File: config.mk
export PLATFORM = sky130hd
export DESIGN_NAME = gs_mem_arbiter
export DESIGN_NICKNAME = d
export VERILOG_FILES = /design/src/rtl/gs_pkg.sv /design/src/rtl/gs_mem_arb_sel.sv /design/src/rtl/gs_mem_arbiter.sv
export SDC_FILE = /design/constraint.sdc
export NUM_CORES = 1
export LEC_CHECK = 0
export ABC_AREA = 1
export BUFFER_PORTS_ARGS = -buffer_cell sky130_fd_sc_hd__buf_2
export CAP_MARGIN = 20
export CORE_ASPECT_RATIO = 1.2
export CORE_MARGIN = 3
export CORE_UTILIZATION = 48
export CTS_BUF_LIST = sky130_fd_sc_hd__clkbuf_2
export DETAILED_ROUTE_END_ITERATION = 6
export GPL_TIMING_DRIVEN = 1
export PLACE_DENSITY = 0.82
export SLEW_MARGIN = 20
export SYNTH_ARGS = -nofsm -noshare
export SYNTH_HDL_FRONTEND = slang
export SYNTH_HIERARCHICAL = 1
export SYNTH_SLANG_ARGS = --single-unit
File: constraint.sdc
create_clock -name clk -period 1.9 [get_ports clk]
set_clock_uncertainty 0.05 [all_clocks]
set_input_delay 0.095 -clock clk [delete_from_list [all_inputs] [get_ports clk]]
set_output_delay 0.095 -clock clk [all_outputs]
set_load 0.02 [all_outputs]
File: src/rtl/gs_pkg.sv
// Shared types for the gs memory arbiter: FSM states, access owner and the
// latched request payload that drives the SRAM pins.
package gs_pkg;

  localparam int unsigned GS_ADDR_SIZE = 32;
  localparam int unsigned GS_WORD_SIZE = 32;

  typedef enum logic [1:0] {
    IDLE,
    ISSUE,
    WAIT,
    RESP
  } arb_state_e;

  typedef enum logic {
    OWN_IF,
    OWN_LSU
  } arb_owner_e;

  typedef struct packed {
    logic                    we;
    logic [3:0]              be;
    logic [GS_ADDR_SIZE-1:0] addr;
    logic [GS_WORD_SIZE-1:0] wdata;
  } mem_req_t;

endpackage

File: src/rtl/gs_mem_arb_sel.sv
// Winner select between IF and LSU, with the starvation counter that forces
// an IF grant after STARVE_MAX back-to-back LSU grants while IF waits.
module gs_mem_arb_sel
  import gs_pkg::*;
#(
  parameter int unsigned STARVE_MAX = 4
) (
  input  logic                              clk,
  input  logic                              rst,
  input  logic                              arb_en,
  input  logic                              if_req_i,
  input  logic                              lsu_req_i,
  output logic                              if_win,
  output logic                              lsu_win,
  output logic [$clog2(STARVE_MAX+1)-1:0]   starve_cnt
);

  localparam int unsigned CNT_W = $clog2(STARVE_MAX + 1);
  localparam logic [CNT_W-1:0] CNT_MAX = CNT_W'(STARVE_MAX);

  always_comb begin
    lsu_win = lsu_req_i && !(if_req_i && (starve_cnt == CNT_MAX));
    if_win  = if_req_i && !lsu_win;
  end

  // Counts only while IF is actually waiting; any idle IF cycle forgives the debt.
  always_ff @(posedge clk or negedge rst) begin
    if (!rst) begin
      starve_cnt <= '0;
    end else if (!if_req_i) begin
      starve_cnt <= '0;
    end else if (arb_en && if_win) begin
      starve_cnt <= '0;
    end else if (arb_en && lsu_win && (starve_cnt != CNT_MAX)) begin
      starve_cnt <= starve_cnt + 1'b1;
    end
  end

endmodule

File: src/rtl/gs_mem_arbiter.sv
// Single-port SRAM arbiter between instruction fetch and the LSU. Read data is
// sampled on the edge that enters RESP, so rvalid is high RD_LAT+1 cycles after gnt.
module gs_mem_arbiter
  import gs_pkg::*;
#(
  parameter int unsigned ADDR_SIZE  = GS_ADDR_SIZE,
  parameter int unsigned WORD_SIZE  = GS_WORD_SIZE,
  parameter int unsigned RD_LAT     = 2,
  parameter int unsigned STARVE_MAX = 4
) (
  input  logic                 clk,
  input  logic                 rst,
  input  logic                 if_req_i,
  input  logic [ADDR_SIZE-1:0] if_addr_i,
  output logic                 if_gnt_o,
  output logic                 if_rvalid_o,
  output logic [WORD_SIZE-1:0] if_rdata_o,
  input  logic                 lsu_req_i,
  input  logic                 lsu_we_i,
  input  logic [3:0]           lsu_be_i,
  input  logic [ADDR_SIZE-1:0] lsu_addr_i,
  input  logic [WORD_SIZE-1:0] lsu_wdata_i,
  output logic                 lsu_gnt_o,
  output logic                 lsu_rvalid_o,
  output logic [WORD_SIZE-1:0] lsu_rdata_o,
  output logic                 mem_oe_o,
  output logic [3:0]           mem_web_o,
  output logic [ADDR_SIZE-1:0] mem_addr_o,
  output logic [WORD_SIZE-1:0] mem_data_o,
  input  logic [WORD_SIZE-1:0] mem_data_i,
  output logic                 arb_busy_o
);

  localparam int unsigned CNT_W = (RD_LAT > 1) ? $clog2(RD_LAT) : 1;

  arb_state_e state;
  arb_owner_e owner;
  logic [CNT_W-1:0] rd_cnt;
  logic [$clog2(STARVE_MAX+1)-1:0] starve_cnt;
  logic arb_en, if_win, lsu_win, rd_capture;
  mem_req_t win_req;

  assign arb_en = (state == IDLE);

  gs_mem_arb_sel #(
    .STARVE_MAX (STARVE_MAX)
  ) u_sel (
    .clk        (clk),
    .rst        (rst),
    .arb_en     (arb_en),
    .if_req_i   (if_req_i),
    .lsu_req_i  (lsu_req_i),
    .if_win     (if_win),
    .lsu_win    (lsu_win),
    .starve_cnt (starve_cnt)
  );

  // Grants are gated by reset so every output reads 0 while rst is held low.
  assign if_gnt_o   = rst && arb_en && if_win;
  assign lsu_gnt_o  = rst && arb_en && lsu_win;
  assign arb_busy_o = (state != IDLE);

  always_comb begin
    win_req      = '0;
    win_req.addr = if_addr_i;
    if (lsu_win) begin
      win_req.we    = lsu_we_i;
      win_req.be    = lsu_be_i;
      win_req.addr  = lsu_addr_i;
      win_req.wdata = lsu_wdata_i;
    end
  end

  // mem_oe_o is only ever set in ISSUE for reads, so it doubles as the read flag there.
  assign rd_capture = ((state == ISSUE) && mem_oe_o && (RD_LAT == 1)) ||
                      ((state == WAIT) && (rd_cnt == CNT_W'(1)));

  always_ff @(posedge clk or negedge rst) begin
    if (!rst) begin
      state        <= IDLE;
      owner        <= OWN_IF;
      rd_cnt       <= '0;
      mem_oe_o     <= 1'b0;
      mem_web_o    <= 4'h0;
      mem_addr_o   <= '0;
      mem_data_o   <= '0;
      if_rvalid_o  <= 1'b0;
      lsu_rvalid_o <= 1'b0;
      if_rdata_o   <= '0;
      lsu_rdata_o  <= '0;
    end else begin
      if_rvalid_o  <= 1'b0;
      lsu_rvalid_o <= 1'b0;
      case (state)
        IDLE: begin
          if (if_win || lsu_win) begin
            state      <= ISSUE;
            owner      <= lsu_win ? OWN_LSU : OWN_IF;
            mem_oe_o   <= !win_req.we;
            mem_web_o  <= win_req.we ? win_req.be : 4'h0;
            mem_addr_o <= win_req.addr;
            mem_data_o <= win_req.wdata;
          end
        end
        ISSUE: begin
          mem_oe_o  <= 1'b0;
          mem_web_o <= 4'h0;
          if (!mem_oe_o) begin
            state <= IDLE;
          end else if (rd_capture) begin
            state <= RESP;
          end else begin
            state  <= WAIT;
            rd_cnt <= CNT_W'(RD_LAT - 1);
          end
        end
        WAIT: begin
          if (rd_capture) begin
            state <= RESP;
          end else begin
            rd_cnt <= rd_cnt - 1'b1;
          end
        end
        RESP: begin
          state <= IDLE;
        end
        default: begin
          state <= IDLE;
        end
      endcase
      if (rd_capture) begin
        if (owner == OWN_LSU) begin
          lsu_rdata_o  <= mem_data_i;
          lsu_rvalid_o <= 1'b1;
        end else begin
          if_rdata_o  <= mem_data_i;
          if_rvalid_o <= 1'b1;
        end
      end
    end
  end

  // A requester must hold its request until granted.
  a_if_hold: assert property (@(posedge clk) disable iff (!rst)
    (if_req_i && !if_gnt_o) |=> if_req_i);
  a_lsu_hold: assert property (@(posedge clk) disable iff (!rst)
    (lsu_req_i && !lsu_gnt_o) |=> lsu_req_i);

endmodule

==> results.sh, run 1 <==
export IMPL_status="complete, but fails checks"
export IMPL_violations="negative setup slack"
export IMPL_power_leakage_nw=5.70
export IMPL_drt_initial_drc_count=872
export IMPL_vias=7671
export IMPL_numPortBuffers=274
export IMPL_slowest_delay_ns=0.46
export IMPL_irDropWorstVdd_mv=0.856
export IMPL_hold_path_class="in2reg"
export IMPL_synthCells=714
export IMPL_htreeDepth=4
export IMPL_holdWs_ns=0.129
export IMPL_setup_violations_final=75
export IMPL_path_max_fanout=3
export IMPL_clock_fmax_ghz=0.460
export IMPL_fin_crit_ns=2.17
export IMPL_cts_sinks=142
export IMPL_cap_violations=0
export IMPL_ys_flop_type="dfrtp_1"
export IMPL_syn_nets=859
export IMPL_drc=0
export IMPL_path_clk_slew_ns=0.25
export IMPL_gr_total_overflow=0
export IMPL_grt_max_degree=92
export IMPL_core_region_area_sq_um=12100
export IMPL_ctsRootBufferMaster="clkbuf_2"
export IMPL_yosysTopAreaCell="dfrtp_1"
export IMPL_setup_slack_ns=-0.275
export IMPL_antenna_found_initial=1
export IMPL_relSlewSlack=0.638
export IMPL_cts_tree="yes"
export IMPL_drive_above_1_share=0.399
export IMPL_netlist_area_sq_um=5980
export IMPL_synth_seq_area_share=0.594
export IMPL_placed_area_sq_um=7550
export IMPL_hold_depth=4
export IMPL_synth_area_top_cells="dfrtp_1, nand2_1, o21ai_0"
export IMPL_yosysUniqueCellTypes=20
export IMPL_rsz0062_at_grt="true"
export IMPL_drt_total_wl_microns=29200
export IMPL_ioPinCount=275
export IMPL_path_delay_family="simple AND/OR/NAND/NOR gates"
export IMPL_preCtsSetupSlack_ns=-0.0539
export IMPL_cp_num_buf_inv=3
export IMPL_crit_chain="inv_2 -> ha_4 -> nand3_2 -> nand2_2 -> inv_4 -> nor2_4 -> and3_4 -> buf_6"
export IMPL_hold_viol=0
export IMPL_rr_worst_depth=13
export IMPL_place_hpwl_microns=11600
export IMPL_fp_row_count=44
export IMPL_cts_buffers=17
export IMPL_dieArea_sq_um=13800
export IMPL_grtUsageTotal=0.344
export IMPL_slew_viol_final=0
export IMPL_critical_path_slowest_cell="dfrtp_1"
export IMPL_timing_final_crit_share=1.14
export IMPL_synth_top_cell_area_share=0.594
export IMPL_syn2layout_area_growth_pct=70.6
export IMPL_dr_pass1_iters=5
export IMPL_synth_avg_cell_area_sq_um=8.37
export IMPL_drtAntennaViolNets=0
export IMPL_routedWlPerCell_microns=22.0
export IMPL_worst_slew_pin_slew_ns=0.543
export IMPL_vias_per_cell=5.77
export IMPL_final_core_util=0.842
export IMPL_synth_edff_count=0
export IMPL_crit_arrival_ns=2.03
export IMPL_grt_pass1_wl_microns=36900
export IMPL_clock_latency_ns=0.70
export IMPL_ys_ff_latch=142
export IMPL_endpoint_kind="output pin"
export IMPL_worst_setup_path_type="reg2out"
export IMPL_gp_congestion=0.792
export IMPL_design_area_sq_um=10200
export IMPL_ys_warnings_count=6
export IMPL_start_util=0.494
export IMPL_final_net_count=1298
export IMPL_postSynth_asyncResetShare=1.00
export IMPL_start_kind="flip-flop"
export IMPL_cts_buffer_depth=2
export IMPL_path_depth=8
export IMPL_fp_dieW_microns=108
export IMPL_p_per_area_nw_per_um2=1530
export IMPL_required_ns=1.75
export IMPL_grt_pass1_vias=7206
export IMPL_die_h_microns=128
export IMPL_fillers=580
metrics by stage:
stage / total power (W) / TNS (ns) / std cells
after CTS: 0.0136 / -5.77 / 1312
after global placement: 0.0109 / 0 / 1120
after global routing: 0.0162 / -16.56 / 1328
final: 0.0156 / -9.98 / 1330
after detailed placement: 0.0111 / -0.539 / 1120
after floorplan: 0.00873 / 0 / 714
path summary, 6_finish.rpt:
kind / startpoint / endpoint / slack (ns)
max: u_sel/starve_cnt[1]$_DFFE_PN0P_ / if_gnt_o / -0.27
max reg2reg: u_sel/starve_cnt[1]$_DFFE_PN0P_ / mem_addr_o[14]$_DFFE_PN0P_ / -0.22
min: lsu_wdata_i[9] / mem_data_o[9]$_DFFE_PN0P_ / 0.13
max in group asynchronous: rst / mem_addr_o[20]$_DFFE_PN0P_ / 0.35
min reg2reg: mem_data_o[20]$_DFFE_PN0P_ / mem_data_o[20]$_DFFE_PN0P_ / 0.45
min in group asynchronous: rst / if_rdata_o[6]$_DFFE_PN0P_ / 0.58
placed cells by master, fill, tap and decap left out, drive strengths merged, types with 3 or more instances in the layout:
master | netlist | routed
clkbuf | 12 | 19
o21ai | 68 | 68
nand3 | 47 | 47
ha | 8 | 8
clkinv | 1 | 11
buf | 27 | 313
nor2 | 7 | 7
clkinvlp | 0 | 3
inv | 48 | 52
nand2 | 346 | 346
dlygate4sd3 | 0 | 139
dfrtp | 142 | 142
diode | 0 | 3
kinds of logic (layout without fill, tap and decap cells):
group | Yosys count | count (layout) | share of synthesized area
AO/OA/AOI/OAI | 72 | 72 | 0.0626
adder cells (fa/ha/maj) | 8 | 8 | 0.0167
buffers and inverters | 88 | 540 | 0.0605
flip-flops | 142 | 142 | 0.594
other | 0 | 3 | 0
AND/OR/NAND/NOR | 404 | 404 | 0.266
repair_timing:
item | in CTS | in global routing
endpoints found under the setup margin | 39 | 75
pin swaps | 3 | 28
cloned | 6 | 6
buffers inserted | 15 | 11
hold buffers | 139 | 1
gates resized for setup | 23 | 151
hold endpoints to repair | 278 | 18
where the power goes:
part / internal (W) / total [W] / switching, W
Combinational: 0.00304 / 0.00833 / 0.00530
Sequential: 0.00439 / 0.00547 / 0.00108
Clock: 0.000595 / 0.00179 / 0.00120
Total: 0.00802 / 0.0156 / 0.00757
routing by layer:
metal | track usage | part of all wire | vias up
li1 | - | - | 3108
met1 | 0.404 | 0.32 | 3505
met2 | 0.567 | 0.45 | 802
met3 | 0.107 | 0.14 | 256
met4 | 0.178 | 0.091 | 0
met5 | 0 | 0 | -
worst reg2reg max path: cells and delay by family, from the launching register on:
kind                       cells  cell delay [ns]
AOI/OAI and AO/OA              1             0.14
adders and majority gates      1             0.13
buffers and inverters          7             0.90
DFF                            1             0.46
and+or+nand+nor                4             0.36
layout make-up:
cell class	count	area (sq um)	share of cell area
timing repair inverter	4	63.8	0.00626
clock buffer	17	85.1	0.00834
tap	161	201	0.0197
clock inverter	15	145	0.0142
inverter	49	218	0.0213
timing repair buffer	455	3410	0.335
multi-input combinational	484	2510	0.246
antenna	3	7.51	0.000736
sequential	142	3550	0.348
cells in the mapped netlist (2+ instances only):
| cell | count |
|---|---|
| inv_1 | 46 |
| buf_1 | 2 |
| nand4_1 | 2 |
| ha_1 | 8 |
| clkbuf_1 | 12 |
| nand3_1 | 47 |
| buf_2 | 25 |
| dfrtp_1 | 142 |
| nand2_1 | 345 |
| o22ai_1 | 2 |
| nor2_1 | 6 |
| inv_2 | 2 |
| a21oi_1 | 2 |
| o21ai_0 | 67 |
sequential cells by signal (all words and copies together), names as in the netlist, named ones only:
register and flops:
owner 1, rd_cnt 1, if_rvalid_o 1, mem_web_o 4, lsu_rdata_o 32, state 1, mem_addr_o 32, mem_data_o 32
lsu_rvalid_o 1, if_rdata_o 32, u_sel/starve_cnt 3, mem_oe_o 1
Power figures use the tool's default switching activity.
==> run 2, diff against run 1 <==
CORE_ASPECT_RATIO = default   (was 1.2)
==> run 2 against run 1 <==
- the run ends with design-rule violations, negative setup slack left
- total power is 8.7% lower
- global-route usage is 1.7 points lower
- final cell count hardly changed
- wire length is 16% lower
- via count is 7.3% lower
- largest power group unchanged
- highest routed layer unchanged
==> results.sh, run 2 (synthesized netlist as in run 1, its figures left out) <==
export IMPL_status="complete, but fails checks"
export IMPL_violations="design-rule violations, negative setup slack"
export IMPL_grt_pass1_wl_microns=36100
export IMPL_start_util=0.494
export IMPL_cts_sinks=142
export IMPL_drive_above_1_share=0.353
export IMPL_power_leakage_nw=5.53
export IMPL_hold_path_class="in2async"
export IMPL_finalSetupTns_ns=-2.11
export IMPL_drtAntennaViolNets=0
export IMPL_numPortBuffers=274
export IMPL_crit_arrival_ns=2.05
export IMPL_start_kind="flip-flop"
export IMPL_grt_max_degree=87
export IMPL_fin_crit_ns=2.19
export IMPL_gr_total_overflow=0
export IMPL_vias=7114
export IMPL_clock_latency_ns=0.75
export IMPL_slowest_delay_ns=0.43
export IMPL_path_delay_family="simple AND/OR/NAND/NOR gates"
export IMPL_syn2layout_area_growth_pct=64.0
export IMPL_path_max_fanout=4
export IMPL_design_area_sq_um=9800
export IMPL_internal_power_w=0.00752
export IMPL_routedWlPerCell_microns=18.5
export IMPL_critical_path_slowest_cell="dfrtp_1"
export IMPL_dr_pass1_iters=7
export IMPL_cap_violations=0
export IMPL_antenna_found_initial=1
export IMPL_power_frac_clock=0.101
export IMPL_fp_dieW_microns=118
export IMPL_cp_num_buf_inv=3
export IMPL_htreeDepth=4
export IMPL_gp_congestion=0.838
export IMPL_setup_slack_ns=-0.293
export IMPL_rsz0062_at_grt="true"
export IMPL_crit_chain="inv_2 -> ha_4 -> nand3_2 -> nand2_2 -> inv_4 -> nor2_4 -> and3_4 -> buf_6"
export IMPL_grtUsageTotal=0.328
export IMPL_cts_tree="yes"
export IMPL_ioPinCount=275
export IMPL_dieArea_sq_um=13800
export IMPL_ctsRootBufferMaster="clkbuf_2"
export IMPL_pwr_share_seq=0.374
export IMPL_slew_viol_final=0
export IMPL_die_h_microns=118
export IMPL_power_switching_w=0.00671
export IMPL_setup_violations_final=48
export IMPL_vias_per_cell=5.34
export IMPL_cts_buffer_depth=2
export IMPL_drc=2
export IMPL_cts_buffers=17
export IMPL_p_per_area_nw_per_um2=1450
export IMPL_required_ns=1.75
export IMPL_grt_pass1_vias=6918
export IMPL_worst_setup_path_type="reg2out"
export IMPL_layout_commonest_cell="nand2_1"
export IMPL_place_hpwl_microns=11600
export IMPL_worst_slew_pin_slew_ns=0.710
export IMPL_relSlewSlack=0.527
export IMPL_core_region_area_sq_um=12100
export IMPL_endpoint_kind="output pin"
export IMPL_placed_area_sq_um=7620
export IMPL_timing_final_crit_share=1.15
export IMPL_comb_power_share=0.525
export IMPL_swShare=0.472
export IMPL_hold_viol=0
export IMPL_final_net_count=1295
export IMPL_drt_initial_drc_count=809
export IMPL_irDropWorstVdd_mv=0.677
export IMPL_path_clk_slew_ns=0.21
export IMPL_clock_fmax_ghz=0.456
export IMPL_drt_total_wl_microns=24600
export IMPL_mostFrequentLayoutCells="nand2_1, buf_2, dfrtp_1"
export IMPL_fp_row_count=40
-- run 2: cell types whose count changed in the layout (fill, tap and decap cells not counted), moves of 5 or more --
| cell | change |
|---|---|
| nand2_2 | -29 |
| nand3_2 | -5 |
| nand3_1 | +5 |
| nand2_4 | -23 |
| buf_16 | -6 |
| nand2_1 | +51 |
-- run 2: cell type report --
type | instances | area (sq um)
sequential | 142 | 3550
fill | 664 | 2310
multi-input combinational | 484 | 2250
antenna | 1 | 2.50
clock buffer | 18 | 90.1
timing repair buffer | 456 | 3410
tap | 168 | 210
clock inverter | 13 | 77.6
inverter | 49 | 206
-- run 2: through the flow --
stage	setup WS, ns	utilization	total power, W	hold slack, ns	std cells
6_report	-0.293	0.810	0.0142	0.0439	1331
5_1_grt	-0.434	0.810	0.0150	0.0266	1331
4_1_cts	-0.328	0.777	0.0131	0.0123	1314
3_5_place_dp	-0.0171	0.629	0.0112	0.150	1131
3_3_place_gp	0.0114	0.629	0.0110	0.138	1131
2_1_floorplan	0.149	-	0.00873	-0.251	714
-- run 2: final timing paths --
check / slack (ns) / cells after the start / from / to
max: -0.29 / 8 / u_sel/starve_cnt[1]$_DFFE_PN0P_ / if_gnt_o
min: 0.04 / 3 / rst / asynchronous set/reset pin
max reg2reg: -0.09 / 13 / u_sel/starve_cnt[1]$_DFFE_PN0P_ / mem_addr_o[11]$_DFFE_PN0P_
min reg2reg: 0.45 / 2 / mem_data_o[26]$_DFFE_PN0P_ / mem_data_o[26]$_DFFE_PN0P_
max in group asynchronous: 0.89 / 4 / rst / lsu_rdata_o[19]$_DFFE_PN0P_
min in group clk: 0.05 / 4 / lsu_wdata_i[12] / mem_data_o[12]$_DFFE_PN0P_
-- run 2: power groups by stage --
stage                     combinational (W)  clock [W]  sequential [W]
final                               0.00748    0.00144         0.00532
after global routing                0.00794    0.00159         0.00545
after CTS                           0.00651    0.00143         0.00516
after detailed placement            0.00598          0         0.00522
after global placement              0.00582          0         0.00519
after floorplan                     0.00187          0         0.00686
-- run 2: timing repair --
action | in CTS | in global routing
endpoints found under the hold margin | 280 | 0
resized for setup | 28 | 57
setup endpoints to repair | 37 | 74
cloned | 2 | 7
setup buffers | 12 | 11
hold buffers | 138 | 0
pin swaps | 4 | 27
-- run 2: per-layer routing --
layer  part of all wire  GRT usage  wire, microns  vias to the layer above
met1               0.35      0.400           8580                     3297
li1                   -          -              -                     3089
met5                  0          0              0                        -
met3               0.12     0.0971           2850                      134
met2               0.48      0.533          11800                      594
met4              0.058      0.160           1430                        0
-- run 2: worst min-delay path, stage by stage --
cell and delay [ns]:
dlygate4sd3_1 0.58, buf_6 0.14, buf_4 0.55
==> run 3, diff against run 2 <==
clock period = 2.3 ns   (was 1.9 ns; I/O delays follow)
==> run 3 against run 2 <==
- the flow finishes with violations (design-rule violations)
- first-iteration DRC count fell by 22%
- flip-flop and latch count stayed put
- global-route usage decreased by 2.0 points
- clock-buffer cell count up 1
- critical path depth grew 4
- register-to-register slack gained 0.17 ns
- die area stayed put
- worst hold slack improved by 0.11 ns
- via count decreased by 6.0%
- wire length is 12% lower
- core utilization down 4.9 points
- critical path type is now reg2reg
==> results.sh, run 3 (synthesized netlist as in run 1, its figures left out) <==
export IMPL_hold_path_class="in2reg"
export IMPL_final_core_util=0.761
export IMPL_critical_path_slowest_cell="dlygate4sd3_1"
export IMPL_final_net_count=1270
export IMPL_p_per_area_nw_per_um2=1150
export IMPL_internal_power_w=0.00561
export IMPL_htreeDepth=4
export IMPL_power_switching_w=0.00495
export IMPL_pwr_share_seq=0.411
export IMPL_stdcell_count=1303
export IMPL_required_ns=2.87
export IMPL_place_hpwl_microns=11300
export IMPL_power_leakage_nw=5.27
export IMPL_vias=6684
export IMPL_reg2reg_slack_ns=0.08
export IMPL_endpoint_kind="flip-flop"
export IMPL_cp_num_buf_inv=5
export IMPL_cts_tree="yes"
export IMPL_path_clk_slew_ns=0.19
export IMPL_grt_pass1_vias=6824
export IMPL_path_max_fanout=16
export IMPL_ctsRootBufferMaster="clkbuf_2"
export IMPL_start_kind="flip-flop"
export IMPL_grt_max_degree=71
export IMPL_crit_chain="inv_2 -> ha_4 -> nand3_2 -> nand2_4 -> inv_8 -> inv_4 -> buf_12 -> nand2_1 -> nand2_1 -> dlygate4sd3_1 -> nand2_1 -> nand2_1"
export IMPL_relSlewSlack=0.596
export IMPL_gp_congestion=0.862
export IMPL_cts_buffers=17
export IMPL_power_frac_clock=0.095
export IMPL_dieArea_sq_um=13800
export IMPL_violations="design-rule violations"
export IMPL_gr_total_overflow=0
export IMPL_startpoint="u_sel/starve_cnt[0]$_DFFE_PN0P_"
export IMPL_fin_crit_ns=2.22
export IMPL_swShare=0.469
export IMPL_start_util=0.494
export IMPL_clock_latency_ns=0.66
export IMPL_cts_sinks=142
export IMPL_grtUsageTotal=0.308
export IMPL_syn2layout_area_growth_pct=54.1
export IMPL_comb_power_share=0.494
export IMPL_fp_dieW_microns=118
export IMPL_layout_commonest_cell="nand2_1"
export IMPL_hold_viol=0
export IMPL_mostFrequentLayoutCells="nand2_1, buf_2, dfrtp_1"
export IMPL_timing_final_crit_share=0.966
export IMPL_antenna_found_initial=1
export IMPL_critical_path_endpoint="mem_addr_o[18]$_DFFE_PN0P_"
export IMPL_setup_violations_final=0
export IMPL_drt_initial_drc_count=633
export IMPL_cts_buffer_depth=2
export IMPL_cap_violations=0
export IMPL_crit_arrival_ns=2.79
export IMPL_dr_pass1_iters=7
export IMPL_vias_per_cell=5.13
export IMPL_fillers=759
export IMPL_drt_total_wl_microns=21600
export IMPL_numPortBuffers=274
export IMPL_ioPinCount=275
export IMPL_r2r_end="mem_addr_o[18]$_DFFE_PN0P_"
export IMPL_grt_pass1_wl_microns=34100
export IMPL_clock_fmax_ghz=0.450
export IMPL_slew_viol_final=0
export IMPL_die_h_microns=118
export IMPL_status="complete, but fails checks"
export IMPL_critical_path_most_common_cell="nand2_1"
export IMPL_rr_startpoint="u_sel/starve_cnt[0]$_DFFE_PN0P_"
export IMPL_slowest_delay_ns=0.59
export IMPL_fp_row_count=40
export IMPL_path_depth=12
export IMPL_path_delay_family="buffers and inverters"
export IMPL_dp_cells=1126
export IMPL_irDropWorstVdd_mv=0.628
export IMPL_rr_worst_depth=12
export IMPL_drc=7
export IMPL_drtAntennaViolNets=0
export IMPL_drive_above_1_share=0.286
export IMPL_worst_slew_pin_slew_ns=0.605
export IMPL_core_region_area_sq_um=12100
export IMPL_routedWlPerCell_microns=16.6
export IMPL_worst_setup_path_type="reg2reg"
run 3: stage by stage:
step	setup WS, ns	cell area [sq um]	total power [W]	setup TNS (ns)	hold WS, ns
after floorplan	0.529	5980	0.00721	0	-0.231
after global placement	0.423	7520	0.00896	0	-0.00850
after detailed placement	0.353	7520	0.00910	0	-0.0100
after CTS	0.00735	9100	0.0103	0	0.0443
after global routing	-0.0316	9210	0.0112	-0.0546	0.0909
final	0.0788	9210	0.0106	0	0.157
run 3: power groups by stage:
stage / clock, W / sequential, W / combinational, W
finish: 0.00100 / 0.00434 / 0.00522
global route: 0.00115 / 0.00446 / 0.00561
CTS: 0.00105 / 0.00427 / 0.00500
detailed placement: 0 / 0.00431 / 0.00479
global placement: 0 / 0.00431 / 0.00466
floorplan: 0 / 0.00567 / 0.00154
run 3: metal layers:
metal	routed length (microns)	vias up	global-route usage
met2	10300	461	0.505
li1	-	3029	-
met1	7820	3078	0.355
met5	0	-	0
met3	2270	116	0.0975
met4	1240	0	0.179
run 3: worst register-to-register path, stage by stage, from the launching register on:
cell and delay (ns):
dfrtp_1 0.42, inv_2 0.09, ha_4 0.15, nand3_2 0.11
nand2_4 0.13, inv_8 0.06, inv_4 0.09, buf_12 0.16
nand2_1 0.07, nand2_1 0.08, dlygate4sd3_1 0.59, nand2_1 0.09
nand2_1 0.10
run 3: cell type report:
| cell class | count | area (sq um) | share of cell area |
|---|---|---|---|
| clock buffers | 19 | 95.1 | 0.0103 |
| well taps | 168 | 210 | 0.0228 |
| diodes | 2 | 5.00 | 0.000543 |
| clock inverters | 8 | 30.0 | 0.00326 |
| repair buffers | 431 | 3020 | 0.327 |
| multi-input cells | 484 | 2110 | 0.229 |
| inverters | 49 | 194 | 0.0211 |
| flip-flops and latches | 142 | 3550 | 0.386 |
run 3: worst min-delay path by stage:
stage                    startpoint                    endpoint  slack, ns  cells after the start
floorplan                       rst  asynchronous set/reset pin      -0.23                      0
global placement                rst  if_rdata_o[11]$_DFFE_PN0P_     -0.008                      1
detailed placement              rst  if_rdata_o[10]$_DFFE_PN0P_      -0.01                      1
CTS                  lsu_wdata_i[5]   mem_data_o[5]$_DFFE_PN0P_       0.04                      4
global route        lsu_wdata_i[27]  mem_data_o[27]$_DFFE_PN0P_       0.09                      4
finish              lsu_wdata_i[27]  mem_data_o[27]$_DFFE_PN0P_       0.16                      4
run 3: what timing repair did:
| action | in CTS | in global routing |
|---|---|---|
| hold endpoints to repair | 279 | 0 |
| endpoints found under the setup margin | 1 | 10 |
| cloned | 0 | 1 |
| hold buffers | 142 | 0 |
| resized for setup | 4 | 18 |
| pin swaps | 1 | 1 |
| setup buffers | 2 | 4 |
